$ cat config.mk
export PLATFORM = sky130hd
export DESIGN_NAME = dmem_port_arbiter
export DESIGN_NICKNAME = d
export VERILOG_FILES = /design/src/rtl/dmem_port_arbiter_pkg.sv /design/src/rtl/dmem_addr_rebase.sv /design/src/rtl/dmem_port_arbiter.sv
export SDC_FILE = /design/constraint.sdc
export NUM_CORES = 1
export LEC_CHECK = 0
export BUFFER_PORTS_ARGS = -buffer_cell sky130_fd_sc_hd__buf_2
export CELL_PAD_IN_SITES_DETAIL_PLACEMENT = 1
export CELL_PAD_IN_SITES_GLOBAL_PLACEMENT = 2
export CORE_ASPECT_RATIO = 2
export CORE_UTILIZATION = 22
export CTS_CLUSTER_DIAMETER = 60
export DETAILED_ROUTE_END_ITERATION = 10
export GPL_TIMING_DRIVEN = 1
export PLACE_DENSITY_LB_ADDON = 0.1
export SYNTH_ARGS = -nofsm -noshare
export SYNTH_HDL_FRONTEND = slang
export SYNTH_SLANG_ARGS = --single-unit
$ cat constraint.sdc
create_clock -name clk_i -period 3.3 [get_ports clk_i]
set_clock_uncertainty 0.05 [all_clocks]
set_input_delay 0.165 -clock clk_i [delete_from_list [all_inputs] [get_ports clk_i]]
set_output_delay 0.165 -clock clk_i [all_outputs]
set_load 0.02 [all_outputs]
$ cat src/rtl/dmem_port_arbiter_pkg.sv
// Shared types for the dmem port arbiter: FSM states, requester IDs, default geometry
// and the round-robin winner selection.
package dmem_port_arbiter_pkg;

    localparam logic [31:0] DMEM_BASE_DEFAULT = 32'h1001_0000;
    localparam int          ADDR_W_DEFAULT    = 11;

    typedef enum logic [1:0] {
        ST_IDLE   = 2'd0,
        ST_ACCESS = 2'd1,
        ST_RESP   = 2'd2
    } state_e;

    typedef enum logic {
        REQ_CPU = 1'b0,
        REQ_DBG = 1'b1
    } req_id_e;

    // On a tie the requester that was not served last wins.
    function automatic req_id_e pick_winner(input logic    cpu_req,
                                            input logic    dbg_req,
                                            input req_id_e last_grant);
        if (cpu_req && dbg_req) begin
            return (last_grant == REQ_CPU) ? REQ_DBG : REQ_CPU;
        end
        if (cpu_req) begin
            return REQ_CPU;
        end
        return REQ_DBG;
    endfunction

endpackage

$ cat src/rtl/dmem_addr_rebase.sv
// Converts a CPU-view byte address into a dmem word index and flags whether it
// lands inside the dmem window.
module dmem_addr_rebase
    import dmem_port_arbiter_pkg::*;
#(
    parameter logic [31:0] DMEM_BASE = DMEM_BASE_DEFAULT,
    parameter int          ADDR_W    = ADDR_W_DEFAULT
) (
    input  logic [31:0]       addr_i,
    output logic [ADDR_W-1:0] idx_o,
    output logic              in_range_o
);

    // Window size in bytes; one extra bit so ADDR_W up to 30 still compares correctly.
    localparam logic [32:0] SPAN_BYTES = 33'd4 << ADDR_W;

    logic [31:0] off;

    // Subtraction wraps, so addresses below the base become huge offsets and fail the check.
    assign off        = addr_i - DMEM_BASE;
    assign in_range_o = ({1'b0, off} < SPAN_BYTES);
    assign idx_o      = off[ADDR_W+1:2];

endmodule

$ cat src/rtl/dmem_port_arbiter.sv
// Shares the single-port dmem between the CPU data port and the debug/loader port,
// one 3-cycle IDLE/ACCESS/RESP transaction at a time with round-robin arbitration.
module dmem_port_arbiter
    import dmem_port_arbiter_pkg::*;
#(
    parameter logic [31:0] DMEM_BASE = DMEM_BASE_DEFAULT,
    parameter int          ADDR_W    = ADDR_W_DEFAULT
) (
    input  logic              clk_i,
    input  logic              rst_i,
    input  logic              cpu_req_i,
    input  logic              cpu_we_i,
    input  logic [31:0]       cpu_addr_i,
    input  logic [31:0]       cpu_wdata_i,
    output logic [31:0]       cpu_rdata_o,
    output logic              cpu_ack_o,
    output logic              cpu_stall_o,
    input  logic              dbg_req_i,
    input  logic              dbg_we_i,
    input  logic [31:0]       dbg_addr_i,
    input  logic [31:0]       dbg_wdata_i,
    output logic [31:0]       dbg_rdata_o,
    output logic              dbg_ack_o,
    output logic [ADDR_W-1:0] mem_addr_o,
    output logic [31:0]       mem_wdata_o,
    output logic              mem_we_o,
    input  logic [31:0]       mem_rdata_i,
    output logic              addr_err_o
);

    state_e            state_q, state_d;
    req_id_e           last_grant_q, last_grant_d;
    req_id_e           owner_q, owner_d;
    logic              we_q, we_d;
    logic              in_range_q, in_range_d;
    logic [ADDR_W-1:0] idx_q, idx_d;
    logic [31:0]       wdata_q, wdata_d;
    logic [31:0]       rdata_q, rdata_d;
    logic              addr_err_q, addr_err_d;

    req_id_e           winner;
    logic [31:0]       sel_addr;
    logic [ADDR_W-1:0] sel_idx;
    logic              sel_in_range;
    logic              resp;

    assign winner   = pick_winner(cpu_req_i, dbg_req_i, last_grant_q);
    assign sel_addr = (winner == REQ_CPU) ? cpu_addr_i : dbg_addr_i;

    dmem_addr_rebase #(
        .DMEM_BASE (DMEM_BASE),
        .ADDR_W    (ADDR_W)
    ) u_rebase (
        .addr_i     (sel_addr),
        .idx_o      (sel_idx),
        .in_range_o (sel_in_range)
    );

    // NOTE: every *_d gets its hold value first, so no path through this block can infer a latch.
    always_comb begin
        state_d      = state_q;
        last_grant_d = last_grant_q;
        owner_d      = owner_q;
        we_d         = we_q;
        in_range_d   = in_range_q;
        idx_d        = idx_q;
        wdata_d      = wdata_q;
        rdata_d      = rdata_q;
        addr_err_d   = addr_err_q;
        unique case (state_q)
            ST_IDLE: begin
                if (cpu_req_i || dbg_req_i) begin
                    owner_d    = winner;
                    we_d       = (winner == REQ_CPU) ? cpu_we_i : dbg_we_i;
                    wdata_d    = (winner == REQ_CPU) ? cpu_wdata_i : dbg_wdata_i;
                    idx_d      = sel_idx;
                    in_range_d = sel_in_range;
                    state_d    = ST_ACCESS;
                end
            end
            ST_ACCESS: begin
                rdata_d    = in_range_q ? mem_rdata_i : 32'h0;
                addr_err_d = addr_err_q | ~in_range_q;
                state_d    = ST_RESP;
            end
            ST_RESP: begin
                last_grant_d = owner_q;
                state_d      = ST_IDLE;
            end
            default: state_d = ST_IDLE;
        endcase
    end

    // NOTE: sequential state uses non-blocking assignments only, so every register samples pre-edge values.
    always_ff @(posedge clk_i or posedge rst_i) begin
        if (rst_i) begin
            state_q      <= ST_IDLE;
            last_grant_q <= REQ_DBG;
            owner_q      <= REQ_CPU;
            we_q         <= 1'b0;
            in_range_q   <= 1'b0;
            idx_q        <= '0;
            wdata_q      <= '0;
            rdata_q      <= '0;
            addr_err_q   <= 1'b0;
        end else begin
            state_q      <= state_d;
            last_grant_q <= last_grant_d;
            owner_q      <= owner_d;
            we_q         <= we_d;
            in_range_q   <= in_range_d;
            idx_q        <= idx_d;
            wdata_q      <= wdata_d;
            rdata_q      <= rdata_d;
            addr_err_q   <= addr_err_d;
        end
    end

    // Decoded from the state register, so an asynchronous reset kills a pending write at once.
    assign mem_we_o    = (state_q == ST_ACCESS) && we_q && in_range_q;
    assign mem_addr_o  = idx_q;
    assign mem_wdata_o = wdata_q;

    assign resp        = (state_q == ST_RESP);
    assign cpu_ack_o   = resp && (owner_q == REQ_CPU);
    assign dbg_ack_o   = resp && (owner_q == REQ_DBG);
    assign cpu_rdata_o = cpu_ack_o ? rdata_q : 32'h0;
    assign dbg_rdata_o = dbg_ack_o ? rdata_q : 32'h0;
    assign cpu_stall_o = cpu_req_i && !cpu_ack_o;
    assign addr_err_o  = addr_err_q;

endmodule

Yosys cells after proc, flatten, opt, wreduce, memory -nomap -nowiden:

Cells that the tools add are included.

* $add $sub $neg: 1
* multiply operators: 0
* divide/modulo/power cells: 0
* magnitude comparators: 1
* equality and inequality tests: 3
* shift-type cells: 0
* multiplexer cells: 16
* bitwise logic cells: 3
* reductions and logical operators: 10

Operators with widths (number)
* $mux 32: 5
* $lt 32x14->1 const B: 1
* $sub 32x29->32 const B: 1
* $mux 1: 9
* $logic_and 1x1->1: 6
* $pmux 2 s2: 1
* $eq 2x1->1 const B: 1
* $eq 2x2->1 const B: 1
* $logic_not 2->1: 1
* $mux 2: 1
* $ne 2x2->1 const B: 1
* $not 1->1: 2
* $reduce_and 2->1: 1
* $logic_not 1->1: 1
* $logic_or 1x1->1: 1
* $or 1x1->1: 1

* register bits after elaboration: 82
* bits in latches: 0
* RAM bits: 0
* ROM bits: 0
* input bits: 166
* logic and storage cells: 43
* memories: 0

Logic depth before layout (Yosys ltp):

* depth in word-level cells: 8
* depth in mapped cells: 6
* depth with buffers taken out: 4

Cells and area by module:

From an unflattened synthesis, not the netlist that was laid out.

* cells, all modules: 511
* area, all modules: 4668.2 um2

By module, submodules not included
* dmem_port_arbiter: instances 1, cells an instance 483, area each 4425.5 um2, seq. area each 2053.2 um2
* dmem_addr_rebase: instances 1, cells an instance 28, area each 242.7 um2, seq. area each 0.0 um2

Worst setup path after synthesis:

No wires, ideal clock.

* path type: register to output
* from: register state_q[0]
* to: output dbg_rdata_o[18]
* arrival: 1.266 ns
* data required time: 3.085 ns
* path slack: 1.819 ns
* stages on the path, launching flop included: 5
* cells stage by stage: dfrtp_1 > nand2b_1 > nor2_1 > buf_2 > and2_1

* longest elaborated chain between the ends: 3

Ends and longest elaborated chain
* start: declaration: line dmem_port_arbiter.sv:31 `state_e state_q, state_d;`
* start signal: assignment: line dmem_port_arbiter.sv:107 `state_q <= state_d;`
* $eq 2x2->1: line dmem_port_arbiter.sv:124 `assign resp = (state_q == ST_RESP);`
* $logic_and 1x1->1: line dmem_port_arbiter.sv:126 `assign dbg_ack_o = resp && (owner_q == REQ_DBG);`
* via dbg_ack_o: line dmem_port_arbiter.sv:23 `output logic dbg_ack_o,`
* $mux 32: line dmem_port_arbiter.sv:128 `assign dbg_rdata_o = dbg_ack_o ? rdata_q : 32'h0;`
* end: declaration: line dmem_port_arbiter.sv:22 `output logic [31:0] dbg_rdata_o,`

The timed path passes the listed nets, and every way through them passes these cells.

Worst setup path after layout:

* from: register state_q[1]
* to: output mem_we_o

* longest elaborated chain between the ends: 3

Ends and longest elaborated chain
* $eq 2x1->1: line dmem_port_arbiter.sv:120 `assign mem_we_o = (state_q == ST_ACCESS) && we_q && in_range_q;`
* $logic_and 1x1->1 (2 in series): line dmem_port_arbiter.sv:120
* end: declaration: line dmem_port_arbiter.sv:26 `output logic mem_we_o,`

No other way between the ends.

==> flow_summary_export.csv <==
group,metric,value,unit
status,run_status,"completed",
logic_synthesis,syn_nets,608,
logic_synthesis,ys_seq_area_frac,0.498,
logic_synthesis,synth_cell_types,32,
placed_design,place.gp.congestion,0.753,
drt,routedWlPerCell,15.4,um
setup_path,slowest_stage,"inv_2",
setup_path,start_kind,"flop",
setup_path,r2r_slack,1.42,ns
clock_network,htree_num_levels,3,
logic_synthesis,yosys-top-cells-area,"dfrtp_1 49%, mux2i_1 11%, and2_1 9.7%",
drt,wirelength,14500,um
logic_synthesis,ys_warn_count,0,
worst_hold_path,holdPathEnd,"rdata_q[6]",
clock_network,cts_made_buffers,9,
logic_synthesis,synth_top_area_cell,"dfrtp_1",
placed_design,hpwl,11100,um
global_route,grt_max_degree,83,
setup_path,slowest_delay,0.52,ns
floorplanning,row_count,70,
setup_path,end_kind,"primary output",
setup_path,worstPathArrival,2.11,ns
global_route,grt-ovfl-total,0,
setup_path,cp.depth,5,
setup_path,reg2regPathDepth,4,
pwr,powerDensity,665,nW/um^2
logic_synthesis,synth_seq_cells,82,
clock_network,cts_buffer_depth,2,
timing,tns,0,ns
logic_synthesis,syn_avg_cell_area,9.34,sq um
floorplanning,die_h,196,um
drt,avgViaCountPerCell,4.37,
drt,drt_first_iter_violations,32,
timing,setup_viol,0,
flow_run,maxCapViolations,0,
timing,worstMarginPinSlew,0.866,ns
setup_path,timing.rr.end,"mem_wdata_o[8]",
pwr,leakage,3.42,nW
floorplanning,die_w,98.8,um
pwr,peakVddDrop,0.251,mV
logic_synthesis,syn_area,4130,sq um
global_route,first_global_vias,4566,
timing,slew_violations,0,
floorplanning,io_pins,278,
global_route,grtUsageTotal,0.158,
floorplanning,start_util,0.225,
worst_hold_path,min_path_type,"in2reg",
clock_network,cts-root-buf,"clkbuf_16",
final_layout,final_nets,886,
setup_path,cp_max_fo,34,
setup_path,r2r_start,"state_q[0]",
worst_hold_path,min-delay-start,"mem_rdata_i[6]",
clock_network,cts.reportedPaths.clkPinSlew,0.06,ns
timing,max-slew-margin-rel,0.421,
logic_synthesis,netlist_instances,442,
timing,post-route-min-period,2.32,ns
placed_design,port_buffers,273,
clock_network,clk_latency,0.34,ns
setup_path,critical_path_buf_inv_count,3,
final_layout,drive_above_1_share,0.417,
clock_network,cts_tree,"built",
floorplanning,core,18300,sq um
clock_network,cts_sinks,82,
drt,vias,4121,
logic_synthesis,yosysTopAreaCellShare,0.491,
timing,grt_setup_unrepaired,"no",
global_route,grt_pass1_wl,23500,um
final_layout,area_delta_synth_final,47.8,%
timing,whs,0.0118,ns
clock_network,cts_resized,0,
timing,timing.fmax,0.430,GHz
setup_path,required,3.08,ns
drt,drt_first_pass_iters,4,
floorplanning,die-area,19300,sq um
drt,drc,0,
worst_hold_path,min_path_cells,3,
drt,antenna_left,0,
timing,hold_viol_final,0,
setup_path,crit_family,"buffers and inverters",
timing,fin_crit_sh,0.704,
setup_path,path_cells,"nand2b_1 -> buf_4 -> inv_2 -> and3_1 -> buf_2",
setup_path,critPathKind,"reg2out",
global_route,antenna_found_initial,1,
how the worst max path moves through the flow:
| stage | start | end | slack [ns] |
|---|---|---|---|
| after detailed placement | state_q[1] | mem_we_o | 1.26 |
| after CTS | state_q[1] | mem_we_o | 0.89 |
| after global routing | state_q[1] | mem_we_o | 0.83 |
| after floorplan | rst_i | addr_err_o | 0.98 |
| after global placement | state_q[1] | mem_we_o | 1.33 |
| final | state_q[1] | mem_we_o | 0.98 |
layout make-up:
cell class | count | area, sq um
Antenna cell | 1 | 2.50
Clock buffer | 13 | 250
Inverter | 4 | 16.3
Clock inverter | 3 | 17.5
Timing Repair Buffer | 299 | 1630
Multi-Input combinational cell | 324 | 1860
Sequential cell | 82 | 2050
Tap cell | 216 | 270
Fill cell | 2242 | 12200
routing by layer:
layer	wire length [um]	share of wire	track usage	vias up
met4	348	0.024	0.0691	0
met1	5020	0.35	0.154	1942
li1	-	-	-	2012
met3	696	0.048	0.0274	16
met5	0	0	0	-
met2	8470	0.58	0.313	151
registers in the layout (all words and copies together), names as in the netlist:
register and count:
mem_wdata_o 32, rdata_q 32, mem_addr_o 11, state_q 2
addr_err_o 1, in_range_q 1, last_grant_q 1, owner_q 1
we_q 1
report_power, final:
part           total [mW]  switching [mW]  internal (mW)
combinational        1.67            1.12          0.553
sequential           1.46           0.158           1.30
clock               0.929           0.400          0.529
cells in the final DEF (no fill, tap or decap), types with 3 or more instances in the layout:
cell	instances
a21oi_1	44
and2_1	64
buf_2	273
buf_4	5
clkbuf_1	3
clkbuf_16	9
clkinv_2	3
dfrtp_1	81
dlygate4sd3_1	19
mux2i_1	44
nand2_1	67
nand3_1	32
nor2_1	46
nor4_1	4
nor4b_1	4
worst reg2reg max path, delay by kind of cell (launching register included):
| kind | cells | cell delay (ns) |
|---|---|---|
| simple gates | 2 | 0.83 |
| compound gates | 1 | 0.12 |
| buf+inv | 1 | 0.39 |
| flops | 1 | 0.42 |
what timing repair did:
item                                   4_1_cts  5_1_grt
endpoints found under the hold margin       99        0
hold buffers                                19        0
buffers inserted                             0        0
setup endpoints to repair                    0        0
cell usage after synthesis:
library cell  count
dfrtp_1          81
nand2_1          67
and2_1           64
nor2_1           48
a21oi_1          44
mux2i_1          44
nand3_1          32
buf_2            14
clkbuf_1          9
buf_12            4
nor4_1            4
nor4b_1           4
buf_4             3
inv_1             3
buf_1             2
nand2b_1          2
o21ai_0           2
a21o_1            1
a31o_2            1
and3_1            1
dfstp_2           1
inv_2             1
nand2b_4          1
nor2b_1           1
nor2b_4           1
nor3_1            1
nor3_2            1
o2111ai_1         1
o211ai_1          1
o21bai_1          1
o31ai_1           1
or3_1             1
kinds of logic (layout without fill, tap and decap cells):
family	after synthesis	in the layout	share of synthesized area
DFF	82	82	0.498
muxes	44	44	0.107
buffers and inverters	36	319	0.0555
other	0	1	0
AOI/OAI and AO/OA	52	52	0.0673
and+or+nand+nor	228	228	0.273
per-stage QoR:
step	power (mW)	cells	setup slack, ns	util	cell area [sq um]
5_1_grt	4.36	942	0.827	0.333	6100
3_5_place_dp	3.18	906	1.26	0.308	5640
2_1_floorplan	2.56	442	0.978	-	4130
3_3_place_gp	3.13	906	1.33	0.308	5640
4_1_cts	4.16	941	0.888	0.333	6100
6_report	4.06	942	0.976	0.333	6100
(Power assumes the default switching activity.)
